File: src/rtl/sdram_slot_arbiter_if.sv
// Bus bundle between the slot arbiter and its clients (video, CPU, loader, SDRAM controller).
// The slave modport is the arbiter's view; master is the surrounding system's view.
interface sdram_slot_arbiter_if #(
    parameter int ADDR_W = 25
);
    logic              mem_sync;
    logic              phi0;
    logic [ADDR_W-1:0] vid_adr;
    logic [ADDR_W-1:0] cpu_adr;
    logic              cpu_we;
    logic [7:0]        cpu_di;
    logic              ldr_active;
    logic              ldr_req;
    logic [ADDR_W-1:0] ldr_adr;
    logic [7:0]        ldr_di;
    logic              ldr_busy;
    logic              ldr_drop;
    logic [ADDR_W-1:0] sdram_adr;
    logic              sdram_we;
    logic [7:0]        sdram_di;
    logic [7:0]        sdram_do;
    logic [7:0]        vid_do;
    logic [7:0]        cpu_do;
    logic [1:0]        slot;
    logic              sync_err;

    modport slave (
        input  mem_sync, phi0, vid_adr, cpu_adr, cpu_we, cpu_di,
        input  ldr_active, ldr_req, ldr_adr, ldr_di, sdram_do,
        output ldr_busy, ldr_drop, sdram_adr, sdram_we, sdram_di,
        output vid_do, cpu_do, slot, sync_err
    );

    modport master (
        output mem_sync, phi0, vid_adr, cpu_adr, cpu_we, cpu_di,
        output ldr_active, ldr_req, ldr_adr, ldr_di, sdram_do,
        input  ldr_busy, ldr_drop, sdram_adr, sdram_we, sdram_di,
        input  vid_do, cpu_do, slot, sync_err
    );
endinterface

File: src/rtl/sdram_slot_arbiter.sv
// Time-slot SDRAM arbiter: assigns each mem_sync slot to video, CPU or a one-entry
// loader write buffer, latches read data one slot later and watches for lost mem_sync.
module sdram_slot_arbiter #(
    parameter int ADDR_W       = 25,
    parameter int SYNC_TIMEOUT = 63
) (
    input  logic               clk_48m,
    input  logic               reset,
    sdram_slot_arbiter_if.slave bus
);
    typedef enum logic [1:0] {
        SLOT_IDLE = 2'b00,
        SLOT_VID  = 2'b01,
        SLOT_CPU  = 2'b10,
        SLOT_LDR  = 2'b11
    } slot_t;

    localparam logic [5:0] TO_LIM = 6'(SYNC_TIMEOUT - 1);

    slot_t             slot_r;
    slot_t             slot_nxt_s;
    logic [ADDR_W-1:0] sdram_adr_r;
    logic [ADDR_W-1:0] adr_nxt_s;
    logic              sdram_we_r;
    logic              we_nxt_s;
    logic [7:0]        sdram_di_r;
    logic [7:0]        di_nxt_s;
    logic [7:0]        vid_do_r;
    logic [7:0]        cpu_do_r;
    logic              ldr_busy_r;
    logic              ldr_drop_r;
    logic [ADDR_W-1:0] buf_adr_r;
    logic [7:0]        buf_di_r;
    logic              ldr_take_s;
    logic [5:0]        cnt_r;
    logic              timeout_s;
    logic              sync_err_r;

    // Counter was cleared at the last mem_sync; one more clock without it is a timeout.
    assign timeout_s = !bus.mem_sync && (cnt_r >= TO_LIM);

    // Slot decision and the registered SDRAM command for the coming slot.
    always_comb begin
        slot_nxt_s = slot_r;
        adr_nxt_s  = sdram_adr_r;
        we_nxt_s   = sdram_we_r;
        di_nxt_s   = sdram_di_r;
        ldr_take_s = 1'b0;
        if (timeout_s) begin
            slot_nxt_s = SLOT_IDLE;
            we_nxt_s   = 1'b0;
        end else if (bus.mem_sync) begin
            // A pending loader write wins the CPU phase even after ldr_active drops.
            if (!bus.phi0) begin
                slot_nxt_s = SLOT_VID;
            end else if (ldr_busy_r) begin
                slot_nxt_s = SLOT_LDR;
            end else if (bus.ldr_active) begin
                slot_nxt_s = SLOT_IDLE;
            end else begin
                slot_nxt_s = SLOT_CPU;
            end
            case (slot_nxt_s)
                SLOT_VID: begin
                    adr_nxt_s = bus.vid_adr;
                    we_nxt_s  = 1'b0;
                end
                SLOT_CPU: begin
                    adr_nxt_s = bus.cpu_adr;
                    we_nxt_s  = bus.cpu_we;
                    di_nxt_s  = bus.cpu_di;
                end
                SLOT_LDR: begin
                    adr_nxt_s  = buf_adr_r;
                    di_nxt_s   = buf_di_r;
                    we_nxt_s   = 1'b1;
                    ldr_take_s = 1'b1;
                end
                SLOT_IDLE: begin
                    we_nxt_s = 1'b0;
                end
                default: begin
                    slot_nxt_s = SLOT_IDLE;
                    we_nxt_s   = 1'b0;
                end
            endcase
        end else begin
            slot_nxt_s = slot_r;
        end
    end

    // Slot state and SDRAM command registers.
    always_ff @(posedge clk_48m or posedge reset) begin
        if (reset) begin
            slot_r      <= SLOT_IDLE;
            sdram_adr_r <= {ADDR_W{1'b0}};
            sdram_we_r  <= 1'b0;
            sdram_di_r  <= 8'h00;
        end else begin
            slot_r      <= slot_nxt_s;
            sdram_adr_r <= adr_nxt_s;
            sdram_we_r  <= we_nxt_s;
            sdram_di_r  <= di_nxt_s;
        end
    end

    // Read data of the slot that is ending is valid at the next mem_sync.
    always_ff @(posedge clk_48m or posedge reset) begin
        if (reset) begin
            vid_do_r <= 8'h00;
            cpu_do_r <= 8'h00;
        end else if (bus.mem_sync) begin
            if (slot_r == SLOT_VID) begin
                vid_do_r <= bus.sdram_do;
            end else if ((slot_r == SLOT_CPU) && !sdram_we_r) begin
                cpu_do_r <= bus.sdram_do;
            end
        end
    end

    // One-entry loader buffer; a request against a full buffer is dropped, never queued.
    always_ff @(posedge clk_48m or posedge reset) begin
        if (reset) begin
            ldr_busy_r <= 1'b0;
            ldr_drop_r <= 1'b0;
            buf_adr_r  <= {ADDR_W{1'b0}};
            buf_di_r   <= 8'h00;
        end else begin
            ldr_drop_r <= bus.ldr_req && ldr_busy_r;
            if (ldr_take_s) begin
                ldr_busy_r <= 1'b0;
            end else if (bus.ldr_req && !ldr_busy_r) begin
                ldr_busy_r <= 1'b1;
                buf_adr_r  <= bus.ldr_adr;
                buf_di_r   <= bus.ldr_di;
            end
        end
    end

    // mem_sync watchdog; sync_err is sticky until reset.
    always_ff @(posedge clk_48m or posedge reset) begin
        if (reset) begin
            cnt_r      <= 6'd0;
            sync_err_r <= 1'b0;
        end else begin
            if (bus.mem_sync) begin
                cnt_r <= 6'd0;
            end else if (cnt_r != 6'h3F) begin
                cnt_r <= cnt_r + 6'd1;
            end
            if (timeout_s) begin
                sync_err_r <= 1'b1;
            end
        end
    end

    assign bus.slot      = slot_r;
    assign bus.sdram_adr = sdram_adr_r;
    assign bus.sdram_we  = sdram_we_r;
    assign bus.sdram_di  = sdram_di_r;
    assign bus.vid_do    = vid_do_r;
    assign bus.cpu_do    = cpu_do_r;
    assign bus.ldr_busy  = ldr_busy_r;
    assign bus.ldr_drop  = ldr_drop_r;
    assign bus.sync_err  = sync_err_r;
endmodule
File: src/flat_wrapper.sv
// flat-port wrapper written by rule: the top's interface ports become plain ports
module sdram_slot_arbiter_flat 
#(
    parameter int ADDR_W       = 25,
    parameter int SYNC_TIMEOUT = 63
)
  (clk_48m, reset, bus_mem_sync, bus_phi0, bus_vid_adr, bus_cpu_adr, bus_cpu_we, bus_cpu_di, bus_ldr_active, bus_ldr_req, bus_ldr_adr, bus_ldr_di, bus_sdram_do, bus_ldr_busy, bus_ldr_drop, bus_sdram_adr, bus_sdram_we, bus_sdram_di, bus_vid_do, bus_cpu_do, bus_slot, bus_sync_err);
  sdram_slot_arbiter_if #(.ADDR_W(ADDR_W)) bus_i ();
  input  logic clk_48m;
  input  logic reset;
  input wire logic [$bits(bus_i.mem_sync)-1:0] bus_mem_sync;
  input wire logic [$bits(bus_i.phi0)-1:0] bus_phi0;
  input wire logic [$bits(bus_i.vid_adr)-1:0] bus_vid_adr;
  input wire logic [$bits(bus_i.cpu_adr)-1:0] bus_cpu_adr;
  input wire logic [$bits(bus_i.cpu_we)-1:0] bus_cpu_we;
  input wire logic [$bits(bus_i.cpu_di)-1:0] bus_cpu_di;
  input wire logic [$bits(bus_i.ldr_active)-1:0] bus_ldr_active;
  input wire logic [$bits(bus_i.ldr_req)-1:0] bus_ldr_req;
  input wire logic [$bits(bus_i.ldr_adr)-1:0] bus_ldr_adr;
  input wire logic [$bits(bus_i.ldr_di)-1:0] bus_ldr_di;
  input wire logic [$bits(bus_i.sdram_do)-1:0] bus_sdram_do;
  output wire logic [$bits(bus_i.ldr_busy)-1:0] bus_ldr_busy;
  output wire logic [$bits(bus_i.ldr_drop)-1:0] bus_ldr_drop;
  output wire logic [$bits(bus_i.sdram_adr)-1:0] bus_sdram_adr;
  output wire logic [$bits(bus_i.sdram_we)-1:0] bus_sdram_we;
  output wire logic [$bits(bus_i.sdram_di)-1:0] bus_sdram_di;
  output wire logic [$bits(bus_i.vid_do)-1:0] bus_vid_do;
  output wire logic [$bits(bus_i.cpu_do)-1:0] bus_cpu_do;
  output wire logic [$bits(bus_i.slot)-1:0] bus_slot;
  output wire logic [$bits(bus_i.sync_err)-1:0] bus_sync_err;
  assign bus_i.mem_sync = bus_mem_sync;
  assign bus_i.phi0 = bus_phi0;
  assign bus_i.vid_adr = bus_vid_adr;
  assign bus_i.cpu_adr = bus_cpu_adr;
  assign bus_i.cpu_we = bus_cpu_we;
  assign bus_i.cpu_di = bus_cpu_di;
  assign bus_i.ldr_active = bus_ldr_active;
  assign bus_i.ldr_req = bus_ldr_req;
  assign bus_i.ldr_adr = bus_ldr_adr;
  assign bus_i.ldr_di = bus_ldr_di;
  assign bus_i.sdram_do = bus_sdram_do;
  assign bus_ldr_busy = bus_i.ldr_busy;
  assign bus_ldr_drop = bus_i.ldr_drop;
  assign bus_sdram_adr = bus_i.sdram_adr;
  assign bus_sdram_we = bus_i.sdram_we;
  assign bus_sdram_di = bus_i.sdram_di;
  assign bus_vid_do = bus_i.vid_do;
  assign bus_cpu_do = bus_i.cpu_do;
  assign bus_slot = bus_i.slot;
  assign bus_sync_err = bus_i.sync_err;
  sdram_slot_arbiter #(.ADDR_W(ADDR_W), .SYNC_TIMEOUT(SYNC_TIMEOUT)) u_core (.clk_48m(clk_48m), .reset(reset), .bus(bus_i));
endmodule
File: config.mk
export PLATFORM = sky130hd
export DESIGN_NAME = sdram_slot_arbiter_flat
export DESIGN_NICKNAME = d
export VERILOG_FILES = /design/src/rtl/sdram_slot_arbiter_if.sv /design/src/rtl/sdram_slot_arbiter.sv /design/src/flat_wrapper.sv
export SDC_FILE = /design/constraint.sdc
export NUM_CORES = 1
export LEC_CHECK = 0
export CAP_MARGIN = 5
export CORE_UTILIZATION = 30
export DETAILED_ROUTE_END_ITERATION = 16
export PLACE_DENSITY = 0.6
export SETUP_SLACK_MARGIN = 0.4
export SLEW_MARGIN = 5
export SYNTH_ARGS = -nofsm -noshare
export SYNTH_HDL_FRONTEND = slang
export SYNTH_SLANG_ARGS = --single-unit
export TNS_END_PERCENT = 100
File: constraint.sdc
create_clock -name clk_48m -period 3.65 [get_ports clk_48m]
set_input_delay 0.365 -clock clk_48m [delete_from_list [all_inputs] [get_ports clk_48m]]
set_output_delay 0.365 -clock clk_48m [all_outputs]
set_load 0.02 [all_outputs]
==> results by group, run 1 <==
GRT
  • GRT Overall Usage: 17.79%
  • First-pass GRT wire length: 19.93 mm
  • Largest net degree at the start of global routing: 59
  • Vias in the first global route: 3773
  • Number of antenna violations at the first check in global routing: 0
  • GR Overflow Total: 0

Synth
  • Synth top area share: 53.32%
  • Dominant cells by area after synthesis: dfrtp_1, mux2_2, o21ai_0
  • FF+latch count, synth: 94
  • Post-synth EDFFs: 0
  • Synth Area in Adders: 0.5672%
  • FFs w/ async S/R, synth: 100.0%
  • Ys flop type: dfrtp_1
  • Mean Syn Cell Area: 10.97 µm²
  • Library cells used by synthesis: 36
  • Synth Area in Compound Gates: 16.73%
  • Most common library cells after synthesis: dfrtp_1, o21ai_0, mux2_2
  • Seq/Total Area, Yosys: 53.32%
  • Largest family of logic cells by synthesized area: compound AO/OA/AOI/OAI gates
  • Ys Warns: 0
  • Synth Area in XOR/XNOR: 0%
  • Post-synthesis net count: 510
  • Post-synth top area cell: dfrtp_1
  • Post-Synthesis Cells: 402
  • Simple-gate share of the synthesized area: 11.43%
  • Proportion of synthesized area in mux cells: 14.32%
  • Most frequent cell after synthesis: dfrtp_1
  • Synthesized cell area: 0.004412 mm²

Placement
  • Detailed Place HPWL: 9.872 mm
  • Routability Congestion: 0.9002
  • PortBufs: 160
  • Post-DP Area: 0.006173 mm²

STA
  • Sum Neg Setup Slack: 0 ps
  • Clock Skew: 9.171 ps
  • Final Hold Vio Count: 0
  • FMAX: 434.1 MHz
  • Final worst-path cycle share: 63.12%
  • Post-layout minimum cycle time: 2304 ps
  • Worst-margin pin slew: 956.2 ps
  • Max-slew violations: 0
  • RSZ-0062 raised after global routing: false
  • Setup violations, final: 0
  • Hold WS: 447.0 ps
  • Max-slew headroom: 36.12%

Route
  • Routed WL per cell: 17.63 µm
  • Drt total wl: 12.94 mm
  • Detailed-route via count: 3640
  • Initial DRC count: 115
  • DR vias/cell: 4.959
  • Drt drc: 0
  • DR pass1 iterations: 7
  • DRT antenna net count: 0

Die
  • Num rows: 43
  • Die area: 0.01519 mm²
  • I/O pin cnt: 161
  • CORE AREA: 0.01410 mm²
  • Initial Utilization: 31.30%
  • Die Ht: 123.3 µm
  • Die X: 123.3 µm

Hold path
  • Hold Path Class: in2async

Outcome
  • Status: finished, final reports clean

Critical path
  • FF-to-FF Start: u_core.bus.ldr_busy$_DFFE_PP0P_
  • Worst r2r dst: u_core.bus.sdram_adr[11]$_DFFE_PP0P_
  • Critical Path RT: 3280 ps
  • CP arrival: 1940 ps
  • Worst setup EP type: output pin
  • Crit-path slowest cell: clkdlybuf4s50_1
  • Reg-to-reg slack, setup: 1710 ps
  • Cells along the critical path: buf_4, clkdlybuf4s50_1
  • Critical path's largest stage delay: 700 ps
  • R2R depth: 4
  • CP Class: reg2out
  • Critical Path Start Type: register
  • Worst Path Max Fanout: 58

Layout
  • Diodes inserted: 0
  • Final nets: 657
  • Final non-filler cell area: 0.006447 mm²
  • Ratio of cells with drive above 1 in the final layout: 14.44%
  • Syn-to-layout area delta: 46.14%

CTS
  • CTS clock-pin slew for the worst setup and hold paths: 70 ps
  • H-tree Lvls: 3
  • # Post-CTS Setup Buffers: 0
  • CTS Buffer Depth: 2
  • Clk root buf: clkbuf_16
  • TritonCTS clock tree: built
  • Clock Sinks: 94
  • Post-CTS sizing: 0
  • TritonCTS Buffers: 9
  • Worst-skew pair later-pin latency: 340 ps
  • Post-CTS Hold Buffers: 0

Pwr
  • Power per cell area: 571.9 mW/mm²
  • Lkg Pwr: 2.538 nW
  • Final Power: 0.003687 W
  • Worst VDD drop: 0.2190 mV

Job
  • Max cap viols: 0
-- flip-flops by register name, indices dropped and copies added, names as in the netlist, 2 cells and up --
name                  count
u_core.buf_adr_r         25
u_core.buf_di_r           8
u_core.bus.cpu_do         8
u_core.bus.sdram_adr     25
u_core.bus.sdram_di       8
u_core.bus.slot           2
u_core.bus.vid_do         8
u_core.cnt_r              6
-- critical path: cells and delay by family (launching register included) --
family   cells  cell delay (ps)
buf+inv      2             1160
flops        1              420
-- how the worst max path moves through the flow --
stage                                                end                       startpoint  slack, ps  depth (start not counted)
global route                                bus_ldr_busy  u_core.bus.ldr_busy$_DFFE_PP0P_       1240                          2
finish                                      bus_ldr_busy  u_core.bus.ldr_busy$_DFFE_PP0P_       1350                          2
floorplan                u_core.buf_adr_r[0]$_DFFE_PP0P_                            reset        840                          1
CTS                                         bus_ldr_busy  u_core.bus.ldr_busy$_DFFE_PP0P_       1320                          2
global placement    u_core.bus.sdram_adr[11]$_DFFE_PP0P_                   bus_ldr_active       1170                          5
detailed placement  u_core.bus.sdram_adr[11]$_DFFE_PP0P_                   bus_ldr_active       1080                          5
-- cell type report --
cell class | instances | area, µm²
fill | 1351 | 7649
tap | 180 | 225.2
clock buffer | 9 | 225.2
inverter | 6 | 25.02
multi-input combinational | 270 | 1909
sequential | 94 | 2352
timing repair buffer | 168 | 1662
clock inverter | 7 | 48.80
-- per-layer routing --
layer  vias up  share of wire, %  track usage (%)
met5         -                 0                0
met4         0               3.9            10.39
met3        27               5.7            3.921
met2       122                48            29.43
met1      1745                42            21.23
li1       1746                 -                -
-- logic make-up (layout without fill, tap and decap cells) --
family,after synthesis,in the layout
AOI/OAI and AO/OA,134,134
DFF,94,94
and+or+nand+nor,77,77
adders and majority gates,2,2
buffers and inverters,38,190
muxes,57,57
-- cells in the final DEF (no fill, tap or decap), types with 2 or more instances in the layout --
cell type / count
nor2_1: 3
inv_1: 4
buf_4: 8
a211oi_1: 2
nand2_1: 5
nor3b_1: 25
clkinv_4: 2
ha_1: 2
nand3_1: 4
a21o_1: 2
nand3b_1: 2
nor3_1: 5
clkdlybuf4s50_1: 160
clkbuf_16: 9
dfrtp_1: 94
clkinv_2: 3
a21oi_1: 26
mux2i_1: 8
and2_1: 26
mux2_2: 49
o21ai_0: 70
a31oi_1: 26
-- per-stage QoR --
step                      setup WS, ps  utilization [%]  instances
final                             1346            45.74        734
after global routing              1236            45.74        734
after CTS                         1319            45.74        734
after detailed placement          1081            43.80        718
after global placement            1174            43.80        718
after floorplan                  836.3                -        402
-- power by group --
part           leakage, nW  total (W)  internal (W)  switching, W
Combinational         1.29    0.00130      0.000693      0.000611
Clock                0.136   0.000872      0.000463      0.000409
Sequential            1.11    0.00151       0.00134      0.000168
Total                 2.54    0.00369       0.00250       0.00119
No activity file was read; power rests on OpenSTA's default activity.
==> inputs of run 2 (changes only) <==
--- a/config.mk
+++ b/config.mk
@@ -8,7 +8,7 @@
 export CAP_MARGIN = 5
 export CORE_UTILIZATION = 30
 export DETAILED_ROUTE_END_ITERATION = 16
-export PLACE_DENSITY = 0.6
+export PLACE_DENSITY = 0.62
 export SETUP_SLACK_MARGIN = 0.4
 export SLEW_MARGIN = 5
 export SYNTH_ARGS = -nofsm -noshare
==> constraint.sdc (replaced) <==
create_clock -name clk_48m -period 2.06 [get_ports clk_48m]
set_input_delay 0.206 -clock clk_48m [delete_from_list [all_inputs] [get_ports clk_48m]]
set_output_delay 0.206 -clock clk_48m [all_outputs]
set_load 0.02 [all_outputs]
==> results by group, run 2 (same netlist as run 1, synthesis figures left out) <==
Job
  • Max cap viols: 0 (unchanged)

GRT
  • GRT busiest layer: met2
  • Grt met2 use: 28.00% (-1.4 points)
  • First-pass GRT wire length: 20.23 mm (+1.5%)
  • GRT Overall Usage: 17.90% (+0.11 points)
  • GRT met3 Usage: 4.889% (+0.97 points)
  • Vias in the first global route: 3865 (+2.4%)
  • Number of antenna violations at the first check in global routing: 0 (unchanged)
  • Largest net degree at the start of global routing: 95 (+61%)
  • Global Route met1 Usage: 22.68% (+1.5 points)
  • GR Overflow Total: 0 (unchanged)

Die
  • Die area: 0.01519 mm² (unchanged)
  • CORE AREA: 0.01410 mm² (unchanged)
  • Initial Utilization: 31.30% (unchanged)
  • I/O pin cnt: 161 (unchanged)
  • Die Ht: 123.3 µm (unchanged)
  • Num rows: 43 (unchanged)
  • Die X: 123.3 µm (unchanged)

Critical path
  • Crit-path slowest cell: clkdlybuf4s50_1
  • CP Class: reg2out
  • CP Depth: 1 (-1)
  • Worst setup EP type: output pin
  • Worst r2r dst: u_core.bus.sdram_adr[18]$_DFFE_PP0P_
  • Worst Path Max Fanout: 3 (-95%)
  • CP endpoint: bus_sdram_we
  • Cells along the critical path: clkdlybuf4s50_1
  • CP delay by family, top: buffers and inverters
  • Critical path's largest stage delay: 640 ps (-60 ps)
  • CP Launch Point: u_core.bus.sdram_we$_DFFE_PP0P_
  • Critical Path RT: 1850 ps (-1430 ps)
  • R2R depth: 4 (unchanged)
  • CP arrival: 1420 ps (-520 ps)
  • FF-to-FF Start: u_core.bus.ldr_busy$_DFFE_PP0P_
  • Reg-to-reg slack, setup: 510 ps (-1200 ps)
  • Worst Path Buf+Inv: 1 (-1)
  • Critical Path Start Type: register

Route
  • DR pass1 iterations: 4 (-3)
  • Drt total wl: 13.01 mm (+0.57%)
  • Initial DRC count: 205 (+78%)
  • Drt drc: 0 (unchanged)
  • Detailed-route via count: 3691 (+1.4%)
  • DR vias/cell: 4.968 (+0.17%)
  • DRT antenna net count: 0 (unchanged)
  • Routed WL per cell: 17.51 µm (-0.65%)

STA
  • Final worst-path cycle share: 78.78%
  • Clock Skew: 4.639 ps (-4.532 ps)
  • Max-slew violations: 0 (unchanged)
  • Final Hold Vio Count: 0 (unchanged)
  • RSZ-0062 raised after global routing: false
  • Sum Neg Setup Slack: 0 ps (unchanged)
  • Worst-margin pin slew: 629.8 ps (-326.3 ps)
  • PnR worst setup slack: 437.0 ps (-909.1 ps)
  • Max-slew headroom: 57.96% (+22 points)
  • Setup violations, final: 0 (unchanged)
  • FMAX: 616.2 MHz
  • Post-layout minimum cycle time: 1623 ps

Placement
  • Routability Congestion: 0.8542 (-5.1%)
  • Pre-CTS setup slack: 249.1 ps (-831.5 ps)
  • Detailed Place HPWL: 9.751 mm (-1.2%)
  • PortBufs: 160 (unchanged)

Layout
  • Most common cell after layout, fill and taps aside: clkdlybuf4s50_1
  • Syn-to-layout area delta: 49.01%
  • Diodes inserted: 0 (unchanged)
  • Final nets: 666 (+1.4%)
  • Commonest non-fill, non-tap cells in the layout: clkdlybuf4s50_1, dfrtp_1, o21ai_0
  • Ratio of cells with drive above 1 in the final layout: 15.99% (+1.5 points)

CTS
  • H-tree Lvls: 3 (unchanged)
  • Clock Sinks: 94 (unchanged)
  • Worst-skew pair later-pin latency: 340 ps (about the same)
  • # Post-CTS Setup Buffers: 0 (unchanged)
  • TritonCTS Buffers: 9 (unchanged)
  • Clk root buf: clkbuf_16
  • CTS clock-pin slew for the worst setup and hold paths: 70 ps (about the same)
  • Post-CTS Hold Buffers: 0 (unchanged)
  • CTS Buffer Depth: 2 (unchanged)
  • TritonCTS clock tree: built

Hold path
  • Hold Path Class: in2async

Pwr
  • Power per cell area: 1015 mW/mm² (+77%)
  • Worst VDD drop: 0.4033 mV (+84%)
  • Lkg Pwr: 2.591 nW (+2.1%)

Outcome
  • Status: finished, final reports clean
==> run 2: cell count changes in the layout (fill, tap and decap cells not counted) <==
cell,before,now
buf_12,0,3
buf_4,8,14
clkbuf_8,0,2
clkdlybuf4s50_1,160,158
clkinv_2,3,0
clkinv_4,2,1
clkinvlp_4,1,4
dfrtp_1,94,93
dfrtp_2,0,1
dlygate4sd2_1,0,2
inv_4,1,0
inv_6,1,0
inv_8,0,1
==> run 2: cell type report <==
cell class	instances	area [µm²]
Fill cell	1312	7522
Sequential cell	94	2354
Multi-Input combinational cell	270	1909
Timing Repair Buffer	177	1764
Clock buffer	11	252.7
Tap cell	180	225.2
Clock inverter	5	42.54
Inverter	6	26.28
==> run 2: through the flow <==
step	cells	area, µm²	total power [W]	util, %	hold slack (ps)
2_1_floorplan	402	4415	0.003944	-	340.2
3_5_place_dp	727	6280	0.005110	44.55	442.9
5_1_grt	743	6574	0.007045	46.64	392.7
6_report	743	6574	0.006672	46.64	361.8
3_3_place_gp	727	6280	0.005043	44.55	459.2
4_1_cts	743	6574	0.006740	46.64	380.6
==> run 2: worst min-delay path by stage <==
stage / from / end
after CTS: reset / u_core.buf_di_r[3]$_DFFE_PP0P_
after global routing: reset / u_core.bus.sdram_di[6]$_DFFE_PP0P_
after detailed placement: u_core.bus.sync_err$_DFFE_PP0P_ / u_core.bus.sync_err$_DFFE_PP0P_
after floorplan: bus_ldr_req / u_core.bus.ldr_drop$_DFF_PP0_
after global placement: u_core.bus.sync_err$_DFFE_PP0P_ / u_core.bus.sync_err$_DFFE_PP0P_
final: reset / u_core.buf_di_r[3]$_DFFE_PP0P_
==> run 2: what timing repair did <==
item | in CTS | in global routing
setup endpoints to repair | 2 | 0
gates resized for setup | 3 | 0
hold endpoints to repair | 0 | 0
==> run 2: per-layer routing <==
metal  vias to the layer above  share of wire, %  wire length, µm
met5                         -                 0                0
met4                         0               3.7              483
met3                        31               5.9              772
met2                       129                48             6202
met1                      1758                43             5553
li1                       1773                 -                -
==> run 2: power by group <==
group          switching (W)  internal, W  total (W)
registers           0.000320      0.00238    0.00270
logic                0.00108      0.00126    0.00235
clock network       0.000725     0.000894    0.00162
total                0.00213      0.00454    0.00667
